<file path="src/rtl/score_combo_engine.sv">
// score_combo_engine: multi-lane rhythm-game scorer.
// Two-stage pipeline:
//   S1 condenses one judgement group into hit/miss counts and base points.
//   S2 applies the combo multiplier, then updates the saturating score and the combo.
// Optional build macro SCORE_MISS_PENALTY_EN: every missed lane subtracts PTS_MISS
// after the award, with a floor at zero.
module score_combo_engine #(
  parameter int LANES       = 4,
  parameter int SCORE_W     = 16,
  parameter int COMBO_W     = 8,
  parameter int TIER_SIZE   = 16,
  parameter int MAX_MULT    = 17,
  parameter int PTS_GOOD    = 32,
  parameter int PTS_PERFECT = 256,
  parameter int PTS_MISS    = 16
) (
  input  logic                 i_clk,
  input  logic                 i_rst_n,
  input  logic                 i_clear,
  input  logic [LANES-1:0]     i_judge_valid,
  input  logic [2*LANES-1:0]   i_judge_code,
  output logic [SCORE_W-1:0]   o_score,
  output logic [COMBO_W-1:0]   o_combo,
  output logic [COMBO_W-1:0]   o_max_combo,
  output logic [4:0]           o_multiplier,
  output logic                 o_update,
  output logic                 o_score_sat
);

  localparam int BASE_W = $clog2(LANES*PTS_PERFECT+1);
  localparam int CNT_W  = $clog2(LANES+1);
  localparam int WIDE_W = SCORE_W + 6;
  localparam logic [WIDE_W-1:0]  SCORE_MAX = {6'b0, {SCORE_W{1'b1}}};
  localparam logic [COMBO_W:0]   COMBO_MAX = {1'b0, {COMBO_W{1'b1}}};

  // Tiered multiplier: 1 with no combo, then +1 every TIER_SIZE hits, capped at MAX_MULT.
  function automatic logic [4:0] f_mult(input logic [COMBO_W-1:0] c);
    logic [31:0] t;
    if (c == '0) return 5'd1;
    t = 32'd2 + (32'(c) - 32'd1) / 32'(TIER_SIZE);
    if (t > 32'(MAX_MULT)) t = 32'(MAX_MULT);
    return t[4:0];
  endfunction

  logic              r_s1_vld;
  logic [CNT_W-1:0]  r_s1_hits, r_s1_miss;
  logic [BASE_W-1:0] r_s1_base;
  logic [SCORE_W-1:0] r_score;
  logic [COMBO_W-1:0] r_combo, r_max_combo;
  logic              r_update, r_score_sat;

  logic [CNT_W-1:0]   w_hits, w_miss;
  logic [BASE_W-1:0]  w_base;
  logic [4:0]         w_mult;
  logic [WIDE_W-1:0]  w_award, w_sum;
  logic               w_clamp;
  logic [SCORE_W-1:0] w_clamped, w_score_nxt;
  logic [COMBO_W:0]   w_combo_sum;
  logic [COMBO_W-1:0] w_combo_nxt;

  // Condense the lane judgements into hit/miss counts and base points.
  always_comb begin
    w_hits = '0;
    w_miss = '0;
    w_base = '0;
    for (int i = 0; i < LANES; i++) begin
      if (i_judge_valid[i]) begin
        case (i_judge_code[2*i +: 2])
          2'b00: w_miss = w_miss + CNT_W'(1);
          2'b11: begin
            w_hits = w_hits + CNT_W'(1);
            w_base = w_base + BASE_W'(PTS_PERFECT);
          end
          default: begin
            w_hits = w_hits + CNT_W'(1);
            w_base = w_base + BASE_W'(PTS_GOOD);
          end
        endcase
      end
    end
  end

  // S1 register. A clear discards the group presented in the same cycle.
  always_ff @(posedge i_clk or negedge i_rst_n) begin
    if (!i_rst_n) begin
      r_s1_vld  <= 1'b0;
      r_s1_hits <= '0;
      r_s1_miss <= '0;
      r_s1_base <= '0;
    end else begin
      r_s1_vld  <= !i_clear && (|i_judge_valid);
      r_s1_hits <= w_hits;
      r_s1_miss <= w_miss;
      r_s1_base <= w_base;
    end
  end

  // The award uses the combo from before this group, so the hits in a mixed hit/miss group
  // are paid at the old multiplier before the combo breaks.
  always_comb begin
    w_mult      = f_mult(r_combo);
    w_award     = WIDE_W'(r_s1_base) * WIDE_W'(w_mult);
    w_sum       = {6'b0, r_score} + w_award;
    w_clamp     = w_sum > SCORE_MAX;
    w_clamped   = w_clamp ? {SCORE_W{1'b1}} : w_sum[SCORE_W-1:0];
    w_combo_sum = {1'b0, r_combo} + (COMBO_W+1)'(r_s1_hits);
    if (r_s1_miss != '0)
      w_combo_nxt = '0;
    else if (w_combo_sum > COMBO_MAX)
      w_combo_nxt = '1;
    else
      w_combo_nxt = w_combo_sum[COMBO_W-1:0];
  end

`ifdef SCORE_MISS_PENALTY_EN
  logic [WIDE_W-1:0] w_pen;
  // The penalty applies after the clamp; score_sat stays sticky.
  always_comb begin
    w_pen       = WIDE_W'(r_s1_miss) * WIDE_W'(PTS_MISS);
    w_score_nxt = (WIDE_W'(w_clamped) > w_pen) ? SCORE_W'(WIDE_W'(w_clamped) - w_pen) : '0;
  end
`else
  logic w_unused_pen;
  assign w_unused_pen = (PTS_MISS != 0);
  assign w_score_nxt  = w_clamped;
`endif

  // S2 register: score, combo, best combo, sticky saturation and the update pulse.
  always_ff @(posedge i_clk or negedge i_rst_n) begin
    if (!i_rst_n) begin
      r_score     <= '0;
      r_combo     <= '0;
      r_max_combo <= '0;
      r_update    <= 1'b0;
      r_score_sat <= 1'b0;
    end else if (i_clear) begin
      r_score     <= '0;
      r_combo     <= '0;
      r_max_combo <= '0;
      r_update    <= 1'b0;
      r_score_sat <= 1'b0;
    end else begin
      r_update <= r_s1_vld;
      if (r_s1_vld) begin
        r_score <= w_score_nxt;
        r_combo <= w_combo_nxt;
        if (w_combo_nxt > r_max_combo) r_max_combo <= w_combo_nxt;
        if (w_clamp) r_score_sat <= 1'b1;
      end
    end
  end

  assign o_score      = r_score;
  assign o_combo      = r_combo;
  assign o_max_combo  = r_max_combo;
  assign o_multiplier = w_mult;
  assign o_update     = r_update;
  assign o_score_sat  = r_score_sat;

endmodule
</file>
<file path="config.mk">
export PLATFORM = sky130hd
export DESIGN_NAME = score_combo_engine
export DESIGN_NICKNAME = d
export VERILOG_FILES = /design/src/rtl/score_combo_engine.sv
export SDC_FILE = /design/constraint.sdc
export NUM_CORES = 1
export LEC_CHECK = 0
export BUFFER_PORTS_ARGS = -buffer_cell sky130_fd_sc_hd__buf_2
export CAP_MARGIN = 10
export CORE_ASPECT_RATIO = 1.25
export CORE_MARGIN = 10
export CORE_UTILIZATION = 47
export CTS_BUF_LIST = sky130_fd_sc_hd__clkbuf_16
export CTS_CLUSTER_SIZE = 30
export DETAILED_ROUTE_END_ITERATION = 16
export PLACE_DENSITY = 0.69
export SETUP_SLACK_MARGIN = 0.2
export SLEW_MARGIN = 20
export SYNTH_ARGS = -nofsm -noshare
export SYNTH_HDL_FRONTEND = slang
export SYNTH_SLANG_ARGS = --single-unit
export TNS_END_PERCENT = 20
</file>
<file path="constraint.sdc">
create_clock -name i_clk -period 6.9 [get_ports i_clk]
set_clock_uncertainty 0.1 [all_clocks]
set_input_delay 1.38 -clock i_clk [delete_from_list [all_inputs] [get_ports i_clk]]
set_output_delay 1.38 -clock i_clk [all_outputs]
set_load 0.05 [all_outputs]
</file>
Word-level counts from Yosys, hierarchy flattened
Index checks and enable logic that the tools add are counted.
- add/subtract/negate cells: 16
- multipliers: 1
- $lt $le $gt $ge: 4
- equality and inequality tests: 4
- muxes and demuxes: 42
- reductions and logical operators: 14
- operators with widths (operator ; number):
    11-bit case mux with 2 select lines ; 3
    8-bit 2-to-1 mux ; 7
    16-bit 2-to-1 mux ; 3
    3-bit 2-to-1 mux ; 14
    11-bit by 6-bit adder with 11-bit output (second input constant) ; 3
    11-bit by 9-bit adder with 11-bit output (second input constant) ; 3
    11-bit 2-to-1 mux ; 3
    2-bit by 28-bit adder with 29-bit output (first input constant) ; 1
    29-bit by 5-bit > comparator with 1-bit output (second input constant) ; 1
    3-bit by 1-bit adder with 3-bit output (second input constant) ; 6
    9-bit case mux with 2 select lines ; 1
    16-bit by 16-bit adder with 17-bit output ; 1
    17-bit by 16-bit > comparator with 1-bit output (second input constant) ; 1
    11-bit by 5-bit multiplier with 16-bit output ; 1
    5-bit 2-to-1 mux ; 3
    8-bit by 3-bit adder with 9-bit output ; 1
    9-bit by 8-bit > comparator with 1-bit output (second input constant) ; 1
    9-bit 2-to-1 mux ; 1
    8-bit by 1-bit subtractor with 9-bit output (second input constant) ; 1
    2-bit == test (second input constant) ; 4
    8-bit > comparator ; 1
    2-bit zero test ; 4
    8-bit zero test ; 1
    1-bit 2-to-1 mux ; 7
    other kinds (6) ; 9
- flip-flop bits (word level): 52
- bits of input ports: 15
- output and inout port bits: 39
- word-level logic and storage cells: 90

Logic depth before layout (Yosys ltp)
- depth in word-level cells: 12
- depth in mapped cells: 29
- depth with buffers taken out: 26

Worst setup path before layout
Ideal clock, no wire load.
- path kind: register -> register
- from: reg r_combo[3] (netlist: o_combo[3])
- to: reg r_score[10] (netlist: o_score[10])
- arrival: 7431 ps
- required time: 6653 ps
- setup slack: -777 ps
- cell stages (with the launch flop): 26
- buffers on the path: 3
- period minus slack after synthesis: 7677 ps
- cell sequence: dfrtp_1 > or4_1 > buf_6 > or2_4 > xnor2_1 > ha_1 > buf_4 > nand2_1 > ha_1 > nor4bb_1 > nand2_1 > nor2_1 > and2_1 > fa_1 > fa_1 > inv_1 > fa_1 > inv_1 > ha_1 > o21ai_0 > nor2_1 > a41oi_1 > nor4bb_1 > nor3_1 > clkbuf_1 > a311oi_1
- longest elaborated chain between the ends: 11
- RTL lines (what ; line ; text):
    from (decl) ; 49 ; logic [COMBO_W-1:0] r_combo, r_max_combo;
    from (signal assigned) ; 146 ; r_combo <= w_combo_nxt;
    8-bit by 1-bit subtractor with 9-bit output ; 40 ; t = 32'd2 + (32'(c) - 32'd1) / 32'(TIER_SIZE);
    2-bit by 28-bit adder with 29-bit output ; 40 ;
    29-bit by 5-bit > comparator with 1-bit output ; 41 ; if (t > 32'(MAX_MULT)) t = 32'(MAX_MULT);
    5-bit 2-to-1 mux ; 41 ;
    5-bit 2-to-1 mux * ; 40 ;
    net o_multiplier[3] ; 25 ; output logic [4:0] o_multiplier,
    11-bit by 5-bit multiplier with 16-bit output * ; 102 ; w_award = WIDE_W'(r_s1_base) * WIDE_W'(w_mult);
    16-bit by 16-bit adder with 17-bit output * ; 103 ; w_sum = {6'b0, r_score} + w_award;
    17-bit by 16-bit > comparator with 1-bit output ; 104 ; w_clamp = w_sum > SCORE_MAX;
    16-bit 2-to-1 mux * ; 105 ; w_clamped = w_clamp ? {SCORE_W{1'b1}} : w_sum[SCORE_W-1:0];
    16-bit 2-to-1 mux * ; 144 ; if (r_s1_vld) begin
    16-bit 2-to-1 mux * ; 136 ; end else if (i_clear) begin
    to (signal assigned) ; 145 ; r_score <= w_score_nxt;
    to (decl) ; 48 ; logic [SCORE_W-1:0] r_score;
Mark *: on every way through the listed nets, which the timed path passes. The rest lies on a longest branch. The select of a mux whose other input is x is not followed.
A chain may end at the register's enable or synchronous reset.

Worst setup path in the final report
- from: reg r_combo[3] (netlist: o_combo[3])
- to: reg r_score[6] (netlist: o_score[6])
- longest elaborated chain between the ends: 11
- RTL lines (what ; line):
    8-bit by 1-bit subtractor with 9-bit output ; 40
    2-bit by 28-bit adder with 29-bit output ; 40
    29-bit by 5-bit > comparator with 1-bit output ; 41
    5-bit 2-to-1 mux ; 41
    5-bit 2-to-1 mux * ; 40
    11-bit by 5-bit multiplier with 16-bit output * ; 102
    16-bit by 16-bit adder with 17-bit output * ; 103
    17-bit by 16-bit > comparator with 1-bit output ; 104
    16-bit 2-to-1 mux * ; 105
    16-bit 2-to-1 mux * ; 144
    16-bit 2-to-1 mux * ; 136
Mark *: on every way between the ends. The rest lies on a longest branch, timed or not. The select of a mux whose other input is x is not followed.

==> flow_metrics.py <==
metrics = {
    "die": {
        "num_rows": 39,
        "num_io_pins": 54,
        "die_h_um": 128,
        "die_area_um2": 13600,
        "die_w_um": 107,
        "design.core.area_um2": 9130,
        "start_util_pct": 48.2,
    },
    "yosys": {
        "synth-main-ff-cell": "dfrtp_1",
        "synth_commonest_cells": "inv_1 (67), ha_1 (54), nor2_1 (44)",
        "ys_warn_count": 0,
        "synthCells": 492,
        "syn_nets": 583,
        "async_flop_share_pct": 100,
        "synth_cell_types": 56,
        "syn_avg_cell_area_um2": 8.94,
        "yosys.area.top_type": "dfrtp_1",
        "yosys.area.top_type_share_pct": 24.5,
        "ys_ff_latch": 43,
        "synth.most_common_cell": "inv_1",
        "synthTopCellsByArea": "dfrtp_1 (24%), ha_1 (15%), fa_1 (10%)",
        "yosysSeqAreaShare_pct": 24.5,
        "syn-cell-area_um2": 4400,
        "synth_edf_count": 0,
    },
    "timing": {
        "max_slew_margin_pct": 36.2,
        "setup_viol_count_final": 0,
        "fin_crit_sh_pct": 93.6,
        "finalMaxSlewViolations": 0,
        "tightest_slew_ns": 0.956,
        "hold_violations": 0,
        "fmax_mhz": 155,
        "fin_crit_ns": 6.46,
        "rsz0062_at_grt": "true",
        "setup_tns_ns": 0,
    },
    "placed_design": {
        "dp_hpwl_um": 7960,
        "io_buffers": 53,
        "place_congestion": 0.868,
    },
    "clocking": {
        "root_buffer": "clkbuf_16",
        "cts.path.max_buffers": 2,
        "clk_latency_ns": 0.30,
        "cts_tree": "yes",
        "clock_sinks": 43,
        "cts_buffers": 5,
        "cts_htree_levels": 2,
        "path_clk_slew_ns": 0.07,
    },
    "worst_hold_path": {
        "min_path_type": "flip-flop to flip-flop",
    },
    "setup_path": {
        "worstPathCellList": "or4_4 -> buf_4 -> nor4b_4 -> a21oi_1 -> ha_1 -> or4_4 -> o32ai_4 -> a21oi_2 -> a21oi_4 -> and2_4 -> fa_1 -> fa_1 -> inv_1 -> fa_1 -> inv_2 -> ha_4 -> a21oi_2 -> o21ai_1 -> a41oi_2 -> nor4bb_4 -> nor3_2 -> buf_6 -> a311oi_2",
        "cp-end-kind": "flip-flop",
        "start_kind": "flip-flop",
        "cp_data_required_time_ns": 6.99,
        "rrSetupSlack_ns": 0.44,
        "path_delay_family": "adder cells",
        "critPathBufInv": 4,
        "critPathMaxStageDelay_ns": 0.59,
        "crit_path_top_delay_cell": "or4_4",
        "criticalPathCategory": "flip-flop to flip-flop",
        "cp_common_cell": "fa_1",
        "timing.critical_path.fanout_max": 13,
        "worst_ep_arrival_time_ns": 6.55,
    },
    "global_route": {
        "gr-usage-all-layers_pct": 15.3,
        "grt_pass1_vias": 3708,
        "grt_pass1_wl_um": 17300,
        "grt_max_degree": 44,
        "antenna_found_initial": 0,
        "globalRouteOverflowTotal": 0,
    },
    "power_and_ir_drop": {
        "power_density_nw_per_um2": 217,
        "p_leak_uw": 0.00261,
        "ir_drop_v": 0.000110,
        "finalPower_uw": 1140,
    },
    "detailed_routing": {
        "firstDrtPassIters": 4,
        "drt-initial-drc-count": 144,
        "num_vias": 3583,
        "wl_per_cell_um": 14.9,
        "via_per_inst": 5.36,
        "drt_wl_total_um": 9990,
        "drc_errors": 0,
        "antenna_left": 0,
    },
    "run": {
        "maxCapViolations": 0,
    },
    "final_layout": {
        "antenna_cells": 0,
        "drive_gt1_share_pct": 24.9,
        "fin_nets": 636,
        "area_growth_pct": 19.5,
    },
    "status": {
        "outcome": "completed",
    },
}
-- final cells by class --
class                      instances  area (µm²)
clock buffer                       5         125
fill                             863        3870
timing repair buffer              67         374
clock inverter                     3        46.3
tap                              123         154
inverter                          67         251
sequential                        43        1080
multi-input combinational        361        3220
-- registers in the layout, indices dropped and copies added, names as in the netlist --
name / count
o_combo: 8
o_max_combo: 8
o_score: 12
o_score_sat: 1
o_update: 1
r_s1_base: 6
r_s1_hits: 3
r_s1_miss: 3
r_s1_vld: 1
-- power breakdown --
| group | switching [µW] | leakage, µW | total [µW] | internal (µW) |
|---|---|---|---|---|
| combinational | 336 | 0.00196 | 572 | 236 |
| clock | 107 | 0.0000804 | 279 | 172 |
| sequential | 20.0 | 0.000570 | 292 | 272 |
| total | 463 | 0.00261 | 1140 | 680 |
-- logic make-up after synthesis --
kind of cell / count (synthesis) / share of synthesized area [%]
muxes: 23 / 5.41
xor gates and xnor gates: 21 / 4.35
DFF: 43 / 24.5
and+or+nand+nor: 158 / 18.7
buffers and inverters: 88 / 8.28
AOI/OAI and AO/OA: 83 / 13.4
adders and majority gates: 76 / 25.4
-- what timing repair did --
item | 4_1_cts | 5_1_grt
gates cloned | 0 | 0
pin swaps | 1 | 13
hold buffers | 0 | 0
resized for setup | 0 | 14
hold endpoints to repair | 0 | 0
endpoints found under the setup margin | 11 | 13
setup buffers | 1 | 7
-- routing by layer --
metal | vias up | GRT usage (%) | part of all wire (%)
met5 | - | 0 | 0
met4 | 0 | 5.75 | 2.2
met3 | 15 | 2.82 | 4.5
met2 | 68 | 27.8 | 52
met1 | 1730 | 17.2 | 41
li1 | 1770 | - | -
-- layout by cell type, fill, tap and decap left out, types with 4 or more instances in the layout --
master and n:
a21oi_1 19, xnor2_1 9, nor2b_1 12, mux2_2 6
and2_1 21, xor2_1 9, a21oi_2 4, clkbuf_16 5
ha_1 47, o21a_1 5, buf_4 13, dfrtp_1 39
inv_1 64, a311oi_1 4, nor2_1 42, fa_1 22
nand2_1 29, ha_4 6, a311oi_2 7, mux2i_1 17
o21ai_0 10, nand3_1 10, nor3_1 6, dfrtp_2 4
buf_2 53
-- worst register-to-register path: cells and delay by family (launching register included) --
kind,cells,cell delay [ns]
fa+ha+maj,5,2.02
simple gates,6,1.97
compound gates,8,1.34
flops,1,0.46
buf+inv,4,0.45
-- stage by stage --
stage | hold slack [ns] | util, % | worst slack [ns] | cells | area, µm²
after CTS | 0.444 | 56.1 | 0.206 | 662 | 5120
after detailed placement | 0.434 | 54.1 | 0.0733 | 653 | 4940
final | 0.445 | 57.6 | 0.444 | 669 | 5260
after floorplan | 0.532 | - | -0.0460 | 492 | 4600
after global routing | 0.462 | 57.6 | 0.103 | 669 | 5260
after global placement | 0.426 | 54.1 | 0.348 | 653 | 4940
-- path summary, 6_finish.rpt --
kind,startpoint,cells after the start,end
worst min-delay path,o_score_sat,2,o_score_sat
worst max-delay path,o_combo[3],23,o_score[6]
worst min register to register,o_score_sat,2,o_score_sat
worst max register to register,o_combo[3],23,o_score[6]
max in group asynchronous,i_rst_n,1,o_combo[2]
min in group asynchronous,i_rst_n,1,o_max_combo[4]
Power figures use the tool's default switching activity.
